--- config.mk ---
export PLATFORM = sky130hd
export DESIGN_NAME = ctrl_pipeline_flat
export DESIGN_NICKNAME = d
export VERILOG_FILES = /design/src/rtl/ctrl_pipeline_if.sv /design/src/rtl/ctrl_pipeline.sv /design/src/flat_wrapper.sv
export SDC_FILE = /design/constraint.sdc
export NUM_CORES = 1
export LEC_CHECK = 0
export CAP_MARGIN = 5
export CORE_MARGIN = 5
export CORE_UTILIZATION = 30
export DETAILED_ROUTE_END_ITERATION = 10
export PLACE_DENSITY = 0.55
export SYNTH_ARGS = -nofsm -noshare
export SYNTH_HDL_FRONTEND = slang
export SYNTH_SLANG_ARGS = --single-unit
export TNS_END_PERCENT = 1
--- constraint.sdc ---
create_clock -name i_clk -period 1.9 [get_ports i_clk]
set_input_delay 0.285 -clock i_clk [delete_from_list [all_inputs] [get_ports i_clk]]
set_output_delay 0.285 -clock i_clk [all_outputs]
set_load 0.01 [all_outputs]
--- src/rtl/ctrl_pipeline_if.sv ---
// ctrl_pipeline_if
// Bundles the decoded-instruction inputs and the pipeline-control outputs of
// ctrl_pipeline so the decode stage (master) and the control block (slave)
// connect through a single port.
//
// Signals (direction seen from the slave / ctrl_pipeline):
//   in : i_enable, i_valid, i_halt, i_flush
//        i_control_EX_ALUOp[1:0], i_control_EX_ALUSrc, i_control_EX_regDst
//        i_control_M_branch[1:0], i_control_M_memRead, i_control_M_memWrite
//        i_control_WB_memtoReg, i_control_WB_regWrite
//        i_rs, i_rt, i_rd [N_BITS_REG-1:0]
//   out: o_EX_ALUOp[1:0], o_EX_ALUSrc, o_EX_regDst          (ID/EX)
//        o_M_branch[1:0], o_M_memRead, o_M_memWrite          (EX/MEM)
//        o_WB_memtoReg, o_WB_regWrite                        (MEM/WB)
//        o_exmem_dst, o_memwb_dst [N_BITS_REG-1:0]
//        o_fwd_a, o_fwd_b [1:0], o_stall, o_halted
//        o_state[1:0]  (FSM state, debug visibility)
//
// Handshake: there is no ready/valid pair here. i_valid qualifies the decoded
// instruction on every enabled clock edge; o_stall=1 means the upstream must
// re-present the same instruction on the next cycle (PC and IF/ID held).
interface ctrl_pipeline_if #(
    parameter int N_BITS_REG = 5
);
    logic                  i_enable;
    logic                  i_valid;
    logic                  i_halt;
    logic                  i_flush;
    logic [1:0]            i_control_EX_ALUOp;
    logic                  i_control_EX_ALUSrc;
    logic                  i_control_EX_regDst;
    logic [1:0]            i_control_M_branch;
    logic                  i_control_M_memRead;
    logic                  i_control_M_memWrite;
    logic                  i_control_WB_memtoReg;
    logic                  i_control_WB_regWrite;
    logic [N_BITS_REG-1:0] i_rs;
    logic [N_BITS_REG-1:0] i_rt;
    logic [N_BITS_REG-1:0] i_rd;

    logic [1:0]            o_EX_ALUOp;
    logic                  o_EX_ALUSrc;
    logic                  o_EX_regDst;
    logic [1:0]            o_M_branch;
    logic                  o_M_memRead;
    logic                  o_M_memWrite;
    logic                  o_WB_memtoReg;
    logic                  o_WB_regWrite;
    logic [N_BITS_REG-1:0] o_exmem_dst;
    logic [N_BITS_REG-1:0] o_memwb_dst;
    logic [1:0]            o_fwd_a;
    logic [1:0]            o_fwd_b;
    logic                  o_stall;
    logic                  o_halted;
    logic [1:0]            o_state;

    modport master (
        output i_enable, i_valid, i_halt, i_flush,
               i_control_EX_ALUOp, i_control_EX_ALUSrc, i_control_EX_regDst,
               i_control_M_branch, i_control_M_memRead, i_control_M_memWrite,
               i_control_WB_memtoReg, i_control_WB_regWrite,
               i_rs, i_rt, i_rd,
        input  o_EX_ALUOp, o_EX_ALUSrc, o_EX_regDst,
               o_M_branch, o_M_memRead, o_M_memWrite,
               o_WB_memtoReg, o_WB_regWrite,
               o_exmem_dst, o_memwb_dst, o_fwd_a, o_fwd_b,
               o_stall, o_halted, o_state
    );

    modport slave (
        input  i_enable, i_valid, i_halt, i_flush,
               i_control_EX_ALUOp, i_control_EX_ALUSrc, i_control_EX_regDst,
               i_control_M_branch, i_control_M_memRead, i_control_M_memWrite,
               i_control_WB_memtoReg, i_control_WB_regWrite,
               i_rs, i_rt, i_rd,
        output o_EX_ALUOp, o_EX_ALUSrc, o_EX_regDst,
               o_M_branch, o_M_memRead, o_M_memWrite,
               o_WB_memtoReg, o_WB_regWrite,
               o_exmem_dst, o_memwb_dst, o_fwd_a, o_fwd_b,
               o_stall, o_halted, o_state
    );
endinterface

--- src/rtl/ctrl_pipeline.sv ---
// ctrl_pipeline
// Control path of a 5-stage pipeline: carries the decoded EX/MEM/WB controls
// through the ID/EX, EX/MEM and MEM/WB registers, detects load-use hazards,
// produces EX-operand forwarding selects and drains the pipeline after HALT.
//
// Ports:
//   i_clk   : clock, all state updates on the rising edge
//   i_reset : asynchronous active-high reset
//   bus     : ctrl_pipeline_if.slave (decoded inputs, stage contents,
//             forwarding selects, stall, halted, FSM state)
module ctrl_pipeline #(
    parameter int N_BITS_REG = 5
) (
    input  logic             i_clk,
    input  logic             i_reset,
    ctrl_pipeline_if.slave   bus
);

    typedef enum logic [1:0] {
        ST_RUN    = 2'd0,
        ST_DRAIN  = 2'd1,
        ST_HALTED = 2'd2
    } state_e;

    typedef struct packed {
        logic [1:0]            alu_op;
        logic                  alu_src;
        logic                  reg_dst;
        logic [1:0]            branch;
        logic                  mem_read;
        logic                  mem_write;
        logic                  mem_to_reg;
        logic                  reg_write;
        logic [N_BITS_REG-1:0] rs;
        logic [N_BITS_REG-1:0] rt;
        logic [N_BITS_REG-1:0] dst;
        logic                  valid;
    } idex_t;

    typedef struct packed {
        logic [1:0]            branch;
        logic                  mem_read;
        logic                  mem_write;
        logic                  mem_to_reg;
        logic                  reg_write;
        logic [N_BITS_REG-1:0] dst;
    } exmem_t;

    typedef struct packed {
        logic                  mem_to_reg;
        logic                  reg_write;
        logic [N_BITS_REG-1:0] dst;
    } memwb_t;

    state_e                state_q, state_d;
    logic [1:0]            cnt_q, cnt_d;
    logic                  halted_q, halted_d;
    idex_t                 idex_q, idex_d;
    exmem_t                exmem_q, exmem_d;
    memwb_t                memwb_q, memwb_d;

    logic [N_BITS_REG-1:0] dst_in;
    logic                  halt_take;
    logic                  hazard;
    logic                  stall_c;
    logic                  bubble;
    logic [1:0]            fwd_a_c;
    logic [1:0]            fwd_b_c;

    always_comb begin
        dst_in    = bus.i_control_EX_regDst ? bus.i_rd : bus.i_rt;
        halt_take = (state_q == ST_RUN) && bus.i_valid && bus.i_halt;

        // Load-use: the load in EX cannot forward in time to the instruction
        // now in ID, so that instruction must wait one cycle.
        hazard  = idex_q.valid && idex_q.mem_read && (idex_q.dst != '0) &&
                  ((idex_q.dst == bus.i_rs) || (idex_q.dst == bus.i_rt));
        // A flush squashes the waiting instruction anyway, so no stall then.
        stall_c = bus.i_enable && bus.i_valid && (state_q == ST_RUN) &&
                  hazard && !bus.i_flush;

        bubble = (state_q != ST_RUN) || !bus.i_valid || bus.i_flush ||
                 halt_take || stall_c;

        idex_d = '0;
        if (!bubble) begin
            idex_d.alu_op     = bus.i_control_EX_ALUOp;
            idex_d.alu_src    = bus.i_control_EX_ALUSrc;
            idex_d.reg_dst    = bus.i_control_EX_regDst;
            idex_d.branch     = bus.i_control_M_branch;
            idex_d.mem_read   = bus.i_control_M_memRead;
            idex_d.mem_write  = bus.i_control_M_memWrite;
            idex_d.mem_to_reg = bus.i_control_WB_memtoReg;
            idex_d.reg_write  = bus.i_control_WB_regWrite;
            idex_d.rs         = bus.i_rs;
            idex_d.rt         = bus.i_rt;
            idex_d.dst        = dst_in;
            idex_d.valid      = 1'b1;
        end

        // Once halted every stage is pinned at zero.
        exmem_d = '0;
        memwb_d = '0;
        if (state_q != ST_HALTED) begin
            exmem_d.branch     = idex_q.branch;
            exmem_d.mem_read   = idex_q.mem_read;
            exmem_d.mem_write  = idex_q.mem_write;
            exmem_d.mem_to_reg = idex_q.mem_to_reg;
            exmem_d.reg_write  = idex_q.reg_write;
            exmem_d.dst        = idex_q.dst;
            memwb_d.mem_to_reg = exmem_q.mem_to_reg;
            memwb_d.reg_write  = exmem_q.reg_write;
            memwb_d.dst        = exmem_q.dst;
        end

        state_d  = state_q;
        cnt_d    = cnt_q;
        halted_d = halted_q;
        case (state_q)
            ST_RUN: begin
                if (halt_take) begin
                    state_d = ST_DRAIN;
                    cnt_d   = 2'd0;
                end
            end
            ST_DRAIN: begin
                // Three enabled edges after HALT flush the last real
                // instruction out of MEM/WB.
                cnt_d = cnt_q + 2'd1;
                if (cnt_q == 2'd2) begin
                    state_d  = ST_HALTED;
                    halted_d = 1'b1;
                end
            end
            ST_HALTED: begin
                halted_d = 1'b1;
            end
            default: begin
                state_d = ST_RUN;
            end
        endcase

        // EX/MEM has the newer value, so it wins over MEM/WB.
        fwd_a_c = 2'b00;
        if (exmem_q.reg_write && (exmem_q.dst != '0) && (exmem_q.dst == idex_q.rs))
            fwd_a_c = 2'b10;
        else if (memwb_q.reg_write && (memwb_q.dst != '0) && (memwb_q.dst == idex_q.rs))
            fwd_a_c = 2'b01;

        fwd_b_c = 2'b00;
        if (exmem_q.reg_write && (exmem_q.dst != '0) && (exmem_q.dst == idex_q.rt))
            fwd_b_c = 2'b10;
        else if (memwb_q.reg_write && (memwb_q.dst != '0) && (memwb_q.dst == idex_q.rt))
            fwd_b_c = 2'b01;
    end

    always_ff @(posedge i_clk or posedge i_reset) begin
        if (i_reset) begin
            state_q  <= ST_RUN;
            cnt_q    <= 2'd0;
            halted_q <= 1'b0;
            idex_q   <= '0;
            exmem_q  <= '0;
            memwb_q  <= '0;
        end else if (bus.i_enable) begin
            state_q  <= state_d;
            cnt_q    <= cnt_d;
            halted_q <= halted_d;
            idex_q   <= idex_d;
            exmem_q  <= exmem_d;
            memwb_q  <= memwb_d;
        end
    end

    assign bus.o_EX_ALUOp    = idex_q.alu_op;
    assign bus.o_EX_ALUSrc   = idex_q.alu_src;
    assign bus.o_EX_regDst   = idex_q.reg_dst;
    assign bus.o_M_branch    = exmem_q.branch;
    assign bus.o_M_memRead   = exmem_q.mem_read;
    assign bus.o_M_memWrite  = exmem_q.mem_write;
    assign bus.o_WB_memtoReg = memwb_q.mem_to_reg;
    assign bus.o_WB_regWrite = memwb_q.reg_write;
    assign bus.o_exmem_dst   = exmem_q.dst;
    assign bus.o_memwb_dst   = memwb_q.dst;
    assign bus.o_fwd_a       = fwd_a_c;
    assign bus.o_fwd_b       = fwd_b_c;
    assign bus.o_stall       = stall_c;
    assign bus.o_halted      = halted_q;
    assign bus.o_state       = state_q;

endmodule
--- src/flat_wrapper.sv ---
// flat-port wrapper written by rule: the top's interface ports become plain ports
module ctrl_pipeline_flat 
#(
    parameter int N_BITS_REG = 5
)
  (i_clk, i_reset, bus_i_enable, bus_i_valid, bus_i_halt, bus_i_flush, bus_i_control_EX_ALUOp, bus_i_control_EX_ALUSrc, bus_i_control_EX_regDst, bus_i_control_M_branch, bus_i_control_M_memRead, bus_i_control_M_memWrite, bus_i_control_WB_memtoReg, bus_i_control_WB_regWrite, bus_i_rs, bus_i_rt, bus_i_rd, bus_o_EX_ALUOp, bus_o_EX_ALUSrc, bus_o_EX_regDst, bus_o_M_branch, bus_o_M_memRead, bus_o_M_memWrite, bus_o_WB_memtoReg, bus_o_WB_regWrite, bus_o_exmem_dst, bus_o_memwb_dst, bus_o_fwd_a, bus_o_fwd_b, bus_o_stall, bus_o_halted, bus_o_state);
  ctrl_pipeline_if #(.N_BITS_REG(N_BITS_REG)) bus_i ();
  input  logic i_clk;
  input  logic i_reset;
  input wire logic [$bits(bus_i.i_enable)-1:0] bus_i_enable;
  input wire logic [$bits(bus_i.i_valid)-1:0] bus_i_valid;
  input wire logic [$bits(bus_i.i_halt)-1:0] bus_i_halt;
  input wire logic [$bits(bus_i.i_flush)-1:0] bus_i_flush;
  input wire logic [$bits(bus_i.i_control_EX_ALUOp)-1:0] bus_i_control_EX_ALUOp;
  input wire logic [$bits(bus_i.i_control_EX_ALUSrc)-1:0] bus_i_control_EX_ALUSrc;
  input wire logic [$bits(bus_i.i_control_EX_regDst)-1:0] bus_i_control_EX_regDst;
  input wire logic [$bits(bus_i.i_control_M_branch)-1:0] bus_i_control_M_branch;
  input wire logic [$bits(bus_i.i_control_M_memRead)-1:0] bus_i_control_M_memRead;
  input wire logic [$bits(bus_i.i_control_M_memWrite)-1:0] bus_i_control_M_memWrite;
  input wire logic [$bits(bus_i.i_control_WB_memtoReg)-1:0] bus_i_control_WB_memtoReg;
  input wire logic [$bits(bus_i.i_control_WB_regWrite)-1:0] bus_i_control_WB_regWrite;
  input wire logic [$bits(bus_i.i_rs)-1:0] bus_i_rs;
  input wire logic [$bits(bus_i.i_rt)-1:0] bus_i_rt;
  input wire logic [$bits(bus_i.i_rd)-1:0] bus_i_rd;
  output wire logic [$bits(bus_i.o_EX_ALUOp)-1:0] bus_o_EX_ALUOp;
  output wire logic [$bits(bus_i.o_EX_ALUSrc)-1:0] bus_o_EX_ALUSrc;
  output wire logic [$bits(bus_i.o_EX_regDst)-1:0] bus_o_EX_regDst;
  output wire logic [$bits(bus_i.o_M_branch)-1:0] bus_o_M_branch;
  output wire logic [$bits(bus_i.o_M_memRead)-1:0] bus_o_M_memRead;
  output wire logic [$bits(bus_i.o_M_memWrite)-1:0] bus_o_M_memWrite;
  output wire logic [$bits(bus_i.o_WB_memtoReg)-1:0] bus_o_WB_memtoReg;
  output wire logic [$bits(bus_i.o_WB_regWrite)-1:0] bus_o_WB_regWrite;
  output wire logic [$bits(bus_i.o_exmem_dst)-1:0] bus_o_exmem_dst;
  output wire logic [$bits(bus_i.o_memwb_dst)-1:0] bus_o_memwb_dst;
  output wire logic [$bits(bus_i.o_fwd_a)-1:0] bus_o_fwd_a;
  output wire logic [$bits(bus_i.o_fwd_b)-1:0] bus_o_fwd_b;
  output wire logic [$bits(bus_i.o_stall)-1:0] bus_o_stall;
  output wire logic [$bits(bus_i.o_halted)-1:0] bus_o_halted;
  output wire logic [$bits(bus_i.o_state)-1:0] bus_o_state;
  assign bus_i.i_enable = bus_i_enable;
  assign bus_i.i_valid = bus_i_valid;
  assign bus_i.i_halt = bus_i_halt;
  assign bus_i.i_flush = bus_i_flush;
  assign bus_i.i_control_EX_ALUOp = bus_i_control_EX_ALUOp;
  assign bus_i.i_control_EX_ALUSrc = bus_i_control_EX_ALUSrc;
  assign bus_i.i_control_EX_regDst = bus_i_control_EX_regDst;
  assign bus_i.i_control_M_branch = bus_i_control_M_branch;
  assign bus_i.i_control_M_memRead = bus_i_control_M_memRead;
  assign bus_i.i_control_M_memWrite = bus_i_control_M_memWrite;
  assign bus_i.i_control_WB_memtoReg = bus_i_control_WB_memtoReg;
  assign bus_i.i_control_WB_regWrite = bus_i_control_WB_regWrite;
  assign bus_i.i_rs = bus_i_rs;
  assign bus_i.i_rt = bus_i_rt;
  assign bus_i.i_rd = bus_i_rd;
  assign bus_o_EX_ALUOp = bus_i.o_EX_ALUOp;
  assign bus_o_EX_ALUSrc = bus_i.o_EX_ALUSrc;
  assign bus_o_EX_regDst = bus_i.o_EX_regDst;
  assign bus_o_M_branch = bus_i.o_M_branch;
  assign bus_o_M_memRead = bus_i.o_M_memRead;
  assign bus_o_M_memWrite = bus_i.o_M_memWrite;
  assign bus_o_WB_memtoReg = bus_i.o_WB_memtoReg;
  assign bus_o_WB_regWrite = bus_i.o_WB_regWrite;
  assign bus_o_exmem_dst = bus_i.o_exmem_dst;
  assign bus_o_memwb_dst = bus_i.o_memwb_dst;
  assign bus_o_fwd_a = bus_i.o_fwd_a;
  assign bus_o_fwd_b = bus_i.o_fwd_b;
  assign bus_o_stall = bus_i.o_stall;
  assign bus_o_halted = bus_i.o_halted;
  assign bus_o_state = bus_i.o_state;
  ctrl_pipeline #(.N_BITS_REG(N_BITS_REG)) u_core (.i_clk(i_clk), .i_reset(i_reset), .bus(bus_i));
endmodule
==> results of run 1 <==
-- synthesized netlist by cell type (2+ instances only) --
cell,n
nand2_1,42
buf_2,4
xor2_1,14
inv_1,25
or4_1,4
nor4_1,4
clkbuf_1,7
nand3_1,4
mux2_2,7
o211ai_1,8
buf_6,3
nor2b_1,6
a21oi_1,11
o211ai_2,32
xnor2_1,16
o21ai_0,20
nand2b_1,20
o21ai_1,2
dfrtp_1,49
buf_4,12
-- worst paths after layout --
| path | cells past startpoint | endpoint | from | slack, ps |
|---|---|---|---|---|
| worst max-delay path | 5 | bus_o_stall | u_core.idex_q[4]$_DFFE_PP0P_ | -300 |
| worst min-delay path | 2 | u_core.bus.o_M_memWrite$_DFFE_PP0P_ | i_reset | 240 |
| worst max register to register | 5 | u_core.idex_q[21]$_DFFE_PP0P_ | u_core.idex_q[4]$_DFFE_PP0P_ | 160 |
| worst min register to register | 1 | u_core.bus.o_halted$_DFFE_PP0P_ | u_core.bus.o_halted$_DFFE_PP0P_ | 470 |
| max in group asynchronous | 3 | u_core.idex_q[2]$_DFFE_PP0P_ | i_reset | 1170 |
| min in group i_clk | 1 | u_core.bus.o_halted$_DFFE_PP0P_ | u_core.bus.o_halted$_DFFE_PP0P_ | 470 |
-- cell families after synthesis --
family | after synthesis | share of synthesized area
and+or+nand+nor | 87 | 0.151
muxes | 8 | 0.0294
adders and majority gates | 1 | 0.00415
buffers and inverters | 52 | 0.0900
DFF | 49 | 0.406
xor gates and xnor gates | 30 | 0.0871
AOI/OAI and AO/OA | 80 | 0.231
-- repair_timing --
item                       4_1_cts  5_1_grt
buffers inserted                 3        0
gates resized for setup         25        1
setup endpoints to repair        5        6
pin swaps                        6        2
hold buffers                     0        0
-- sequential cells by signal (all words and copies together) (netlist names) --
name                      flops
u_core.idex_q                22
u_core.bus.o_exmem_dst        5
u_core.bus.o_memwb_dst        5
u_core.bus.o_EX_ALUOp         2
u_core.bus.o_M_branch         2
u_core.bus.o_state            2
u_core.cnt_q                  2
u_core.exmem_q                2
u_core.bus.o_EX_ALUSrc        1
u_core.bus.o_EX_regDst        1
u_core.bus.o_M_memRead        1
u_core.bus.o_M_memWrite       1
u_core.bus.o_WB_memtoReg      1
u_core.bus.o_WB_regWrite      1
u_core.bus.o_halted           1
-- stage by stage --
step | total power, mW | cells
final | 2.95 | 534
after global placement | 2.30 | 523
after floorplan | 1.82 | 307
after CTS | 2.99 | 534
after detailed placement | 2.32 | 523
after global routing | 3.14 | 534
-- power by group --
| group | total, mW | switching, mW | internal (mW) |
|---|---|---|---|
| registers | 1.28 | 0.0965 | 1.18 |
| clock network | 0.629 | 0.374 | 0.255 |
| logic | 1.04 | 0.484 | 0.556 |
| total | 2.95 | 0.954 | 1.99 |
-- layout make-up --
type / count / area (um^2) / area share
clock inverter: 3 / 17.5 / 0.00420
tap: 133 / 166 / 0.0399
timing repair buffer: 113 / 1020 / 0.246
sequential: 49 / 1230 / 0.294
inverter: 25 / 93.8 / 0.0225
multi-input combinational: 206 / 1570 / 0.377
clock buffer: 5 / 68.8 / 0.0165
-- critical path: stages (launching register included) --
cell and delay (ps):
dfrtp_1 390, or4_4 560, o211ai_4 190, nor2_1 80
and2_1 170, clkdlybuf4s15_2 220
-- metal layers --
layer,global-route usage,vias to the layer above,part of all wire
met3,0.0326,7,0.036
met1,0.189,1169,0.46
li1,-,1226,-
met2,0.236,43,0.49
met5,0,-,0
met4,0.0352,0,0.013
==> impl_results.md, run 1 <==
- Maximum vdd drop: 0.575 mV
- WL final: 8.07 mm
- Fin util: 0.427
- First-pass GRT wire length: 13.3 mm
- Clk buf depth: 2
- Share of cells above drive strength 1: 0.299
- Worst Max-Slew Pin Slew: 440 ps
- Skew-Pair Late Insertion Delay: 320 ps
- Reg clk slew, reported paths: 90 ps
- # rows: 36
- Worst Hold Class: primary input to async pin
- Max-Cap Viols: 0
- Violated checks: negative setup slack
- RSZ-0062 raised after global routing: true
- Via count: 2445
- Crit share post-route: 1.16
- Setup violators final: 5
- Primary FF master, synth: dfrtp_1
- Kind of critical path: flop to primary output
- Yosys top cell by area: dfrtp_1
- Final hold viol count: 0
- # fillers: 971
- Count of pins over their slew limit: 0
- PortBufs: 58
- DIE AREA: 0.0122 mm^2
- DRC: 0
- Clock root buffer: clkbuf_8
- TNS Setup: -1120 ps
- Sink Count: 49
- Leakage Power: 1.88 nW
- Max H-tree Level: 2
- Vias in the first global route: 2613
- Share of the yosys chip area belonging to registers: 0.406
- Worst clock skew: 13.1 ps
- Outcome: finished, violations left
- Ys async rst share: 1.00
- Post-Syn Instances: 307
- Dpl ws: -409 ps
- Initial DRC Count: 102
- Critical-path maximum fanout: 2
- Commonest non-fill, non-tap cells in the layout: clkdlybuf4s50_1 (53), buf_4 (52), dfrtp_1 (49), nand2_1 (42), o211ai_2 (32)
- GR Util All Layers: 0.143
- Hold_ws: 237 ps
- Synth Register Bits: 49
- Wire length per cell: 15.1 um
- Crit path launch type: flop
- DRT antenna net count: 0
- Yosys top cell area share: 0.406
- Die Span Y: 110 um
- Final min period: 2200 ps
- Pwr/cell area: 707 mW/mm^2
- Synth Cell Area: 0.00302 mm^2
- Grt total ovfl: 0
- Most common cell after layout, fill and taps aside: clkdlybuf4s50_1
- Rel. slew slack: 0.706
- Fmax: 454 MHz
- I/O Pins: 59
- ANT cells: 0
- CP arrival: 1920 ps
- Initial antenna violation count: 0
- Synth warn: 0
- Vias/cell: 4.58
- Post-synth EDFFs: 0
- Mean Syn Cell Area: 9.83 um^2
- Yosys cell types: 37
- Worst endpoint required time: 1620 ps
- Clock buffer count from CTS: 5
- Dpl hpwl: 5.71 mm
- RePlAce Congestion: 0.823
- Detailed Routing Iterations Pass 1: 4
- Final #Nets: 432
- Dpl cell area: 0.00403 mm^2
- Area of the core: 0.00977 mm^2
- Final instance area: 0.00417 mm^2
- Die width: 110 um
- CTS tree: built
- Net count after synthesis: 339
- CP Capture Type: primary output
- Area Overhead vs Synth: 38.2%
- Largest net degree at the start of global routing: 51
- Synth area leaders: dfrtp_1 (41%), o211ai_2 (13%), nand2_1 (5.2%)
- Initial Utilization: 0.309
- PnR worst setup slack: -301 ps
(Power assumes the default switching activity.)
==> inputs of run 2 (changes only) <==
--- a/config.mk
+++ b/config.mk
@@ -9,6 +9,7 @@
 export CORE_MARGIN = 5
 export CORE_UTILIZATION = 30
 export DETAILED_ROUTE_END_ITERATION = 10
+export MAX_ROUTING_LAYER = met4
 export PLACE_DENSITY = 0.55
 export SYNTH_ARGS = -nofsm -noshare
 export SYNTH_HDL_FRONTEND = slang
==> impl_results.md, run 2 (same netlist as run 1, synthesis figures left out) <==
- I/O Pins: 59 (unchanged)
- Clock power frac: 0.211 (-0.002)
- Skew-Pair Late Insertion Delay: 310 ps (about the same)
- Area Overhead vs Synth: 38.2% (unchanged)
- Worst Max-Slew Pin Slew: 445 ps (+4.28 ps)
- Max reg flops: 22 (unchanged)
- Vias/cell: 4.58 (+0.12%)
- Violated checks: negative setup slack
- Finished Layout Cells: 534 (unchanged)
- CP startpoint: u_core.idex_q[4]$_DFFE_PP0P_
- Die width: 110 um (unchanged)
- Overall power: 2.94 mW (-0.17%)
- Largest net degree at the start of global routing: 51 (unchanged)
- Final hold viol count: 0 (unchanged)
- Dpl cell area: 0.00403 mm^2 (unchanged)
- Pwr/cell area: 706 mW/mm^2 (-0.17%)
- Area of the core: 0.00977 mm^2 (unchanged)
- Commonest non-fill, non-tap cells in the layout: clkdlybuf4s50_1 (53), buf_4 (52), dfrtp_1 (49), nand2_1 (42), o211ai_2 (32)
- Worst clock skew: 12.8 ps (-0.291 ps)
- Sw Share: 0.323 (-0.00116)
- Sw power: 0.949 mW (-0.53%)
- Kind of critical path: flop to primary output
- CTS tree: built
- CP arrival: 1910 ps (about the same)
- Comb power frac: 0.354 (about the same)
- Clk buf depth: 2 (unchanged)
- Die Span Y: 110 um (unchanged)
- CP Capture Type: primary output
- Reg2reg start: u_core.idex_q[4]$_DFFE_PP0P_
- Placed Instances: 523 (unchanged)
- Clock root buffer: clkbuf_8
- Crit path launch type: flop
- Initial antenna violation count: 0 (unchanged)
- Grt total ovfl: 0 (unchanged)
- Worst endpoint required time: 1620 ps (about the same)
- RePlAce Congestion: 0.835 (+1.5%)
- PnR worst setup slack: -300 ps (+1.38 ps)
- Setup violators final: 5 (unchanged)
- Multi-input logic area: 0.00157 mm^2 (unchanged)
- Sequential group share of total power: 0.435 (about the same)
- R2R setup slack: 150 ps (about the same)
- Via count: 2448 (+0.12%)
- Hold_buf cts: 0 (unchanged)
- FF+latch area: 0.00123 mm^2 (unchanged)
- Count of pins over their slew limit: 0 (unchanged)
- Rel. slew slack: 0.704 (-0.00285)
- Final #Nets: 432 (unchanged)
- GR Util All Layers: 0.146 (+0.00366)
- Most flops, register: u_core.idex_q
- Max H-tree Level: 2 (unchanged)
- Wire length per cell: 15.1 um (-0.11%)
- PortBufs: 58 (unchanged)
- Outcome: finished, violations left
- Initial DRC Count: 108 (+5.9%)
- # fillers: 971 (unchanged)
- Share of cells above drive strength 1: 0.299 (unchanged)
- DRC: 0 (unchanged)
- Detailed Routing Iterations Pass 1: 4 (unchanged)
- DIE AREA: 0.0122 mm^2 (unchanged)
- WL final: 8.06 mm (-0.11%)
- Max-Cap Viols: 0 (unchanged)
- # rows: 36 (unchanged)
- DRT antenna net count: 0 (unchanged)
- Dpl hpwl: 5.71 mm (unchanged)
- Crit share post-route: 1.16 (about the same)
- Pint: 1.99 mW (about the same)
- Clock buffer count from CTS: 5 (unchanged)
- Sink Count: 49 (unchanged)
- Most common cell after layout, fill and taps aside: clkdlybuf4s50_1
- ANT cells: 0 (unchanged)
- Fmax: 455 MHz (about the same)
- RSZ-0062 raised after global routing: true
- Vias in the first global route: 2609 (-0.15%)
- Final min period: 2200 ps (-1.38 ps)
- Final instance area: 0.00417 mm^2 (unchanged)
- Initial Utilization: 0.309 (unchanged)
- Maximum vdd drop: 0.574 mV (-0.12%)
- Critical-path maximum fanout: 2 (unchanged)
- Reg clk slew, reported paths: 90 ps (about the same)
- TNS Setup: -1100 ps (+18.7 ps)
- First-pass GRT wire length: 13.3 mm (unchanged)
- Worst Hold Class: primary input to async pin
- Leakage Power: 1.88 nW (unchanged)
[run 2: cell counts in the layout (fill, tap and decap cells not counted)]
No cell type changed its count.
[run 2: layer usage]
metal,vias up,global-route usage,routed length (um)
met5,-,-,0
met4,0,0.0431,129
met3,9,0.0221,237
met2,48,0.237,3940
met1,1165,0.190,3750
li1,1226,-,-
[run 2: cell type report]
class | instances | area share
inverters | 25 | 0.0225
clock buffers | 5 | 0.0165
multi-input cells | 206 | 0.377
flip-flops and latches | 49 | 0.294
well taps | 133 | 0.0399
clock inverters | 3 | 0.00420
repair buffers | 113 | 0.246
[run 2: power groups by stage]
| stage | logic (mW) | clock network, mW | registers, mW |
|---|---|---|---|
| global placement | 1.01 | 0 | 1.30 |
| CTS | 1.06 | 0.655 | 1.28 |
| floorplan | 0.484 | 0 | 1.34 |
| global route | 1.14 | 0.695 | 1.30 |
| finish | 1.04 | 0.622 | 1.28 |
| detailed placement | 1.02 | 0 | 1.30 |
[run 2: critical path, stage by stage (launching register included)]
cell and delay (ps):
dfrtp_1 380, or4_4 560, o211ai_4 190, nor2_1 80, and2_1 170, clkdlybuf4s15_2 230
[run 2: path summary, 6_finish.rpt]
kind                                                             to  cells after the start
worst max-delay path                                    bus_o_stall                      5
min in group i_clk                  u_core.bus.o_halted$_DFFE_PP0P_                      1
worst min register to register      u_core.bus.o_halted$_DFFE_PP0P_                      1
worst max register to register        u_core.idex_q[21]$_DFFE_PP0P_                      5
max in group asynchronous             u_core.idex_q[17]$_DFFE_PP0P_                      3
worst min-delay path            u_core.bus.o_M_memWrite$_DFFE_PP0P_                      2
[run 2: timing repair]
item / 4_1_cts / 5_1_grt
setup endpoints to repair: 5 / 6
buffers inserted: 3 / 0
pin swaps: 6 / 2
cloned: 0 / 0
resized for setup: 25 / 1
[run 2: stage by stage]
step	setup WS, ps	hold slack (ps)	util
detailed placement	-409	448	0.412
CTS	-322	248	0.426
global placement	-398	446	0.412
finish	-300	244	0.427
floorplan	-48.8	425	-
global route	-403	248	0.427
==> inputs of run 3 (changes only) <==
--- a/config.mk
+++ b/config.mk
@@ -11,6 +11,7 @@
 export DETAILED_ROUTE_END_ITERATION = 10
 export MAX_ROUTING_LAYER = met4
 export PLACE_DENSITY = 0.55
+export SLEW_MARGIN = 25
 export SYNTH_ARGS = -nofsm -noshare
 export SYNTH_HDL_FRONTEND = slang
 export SYNTH_SLANG_ARGS = --single-unit
==> results of run 3 <==
Final layout, timing and power as in run 2 (identical DEF).
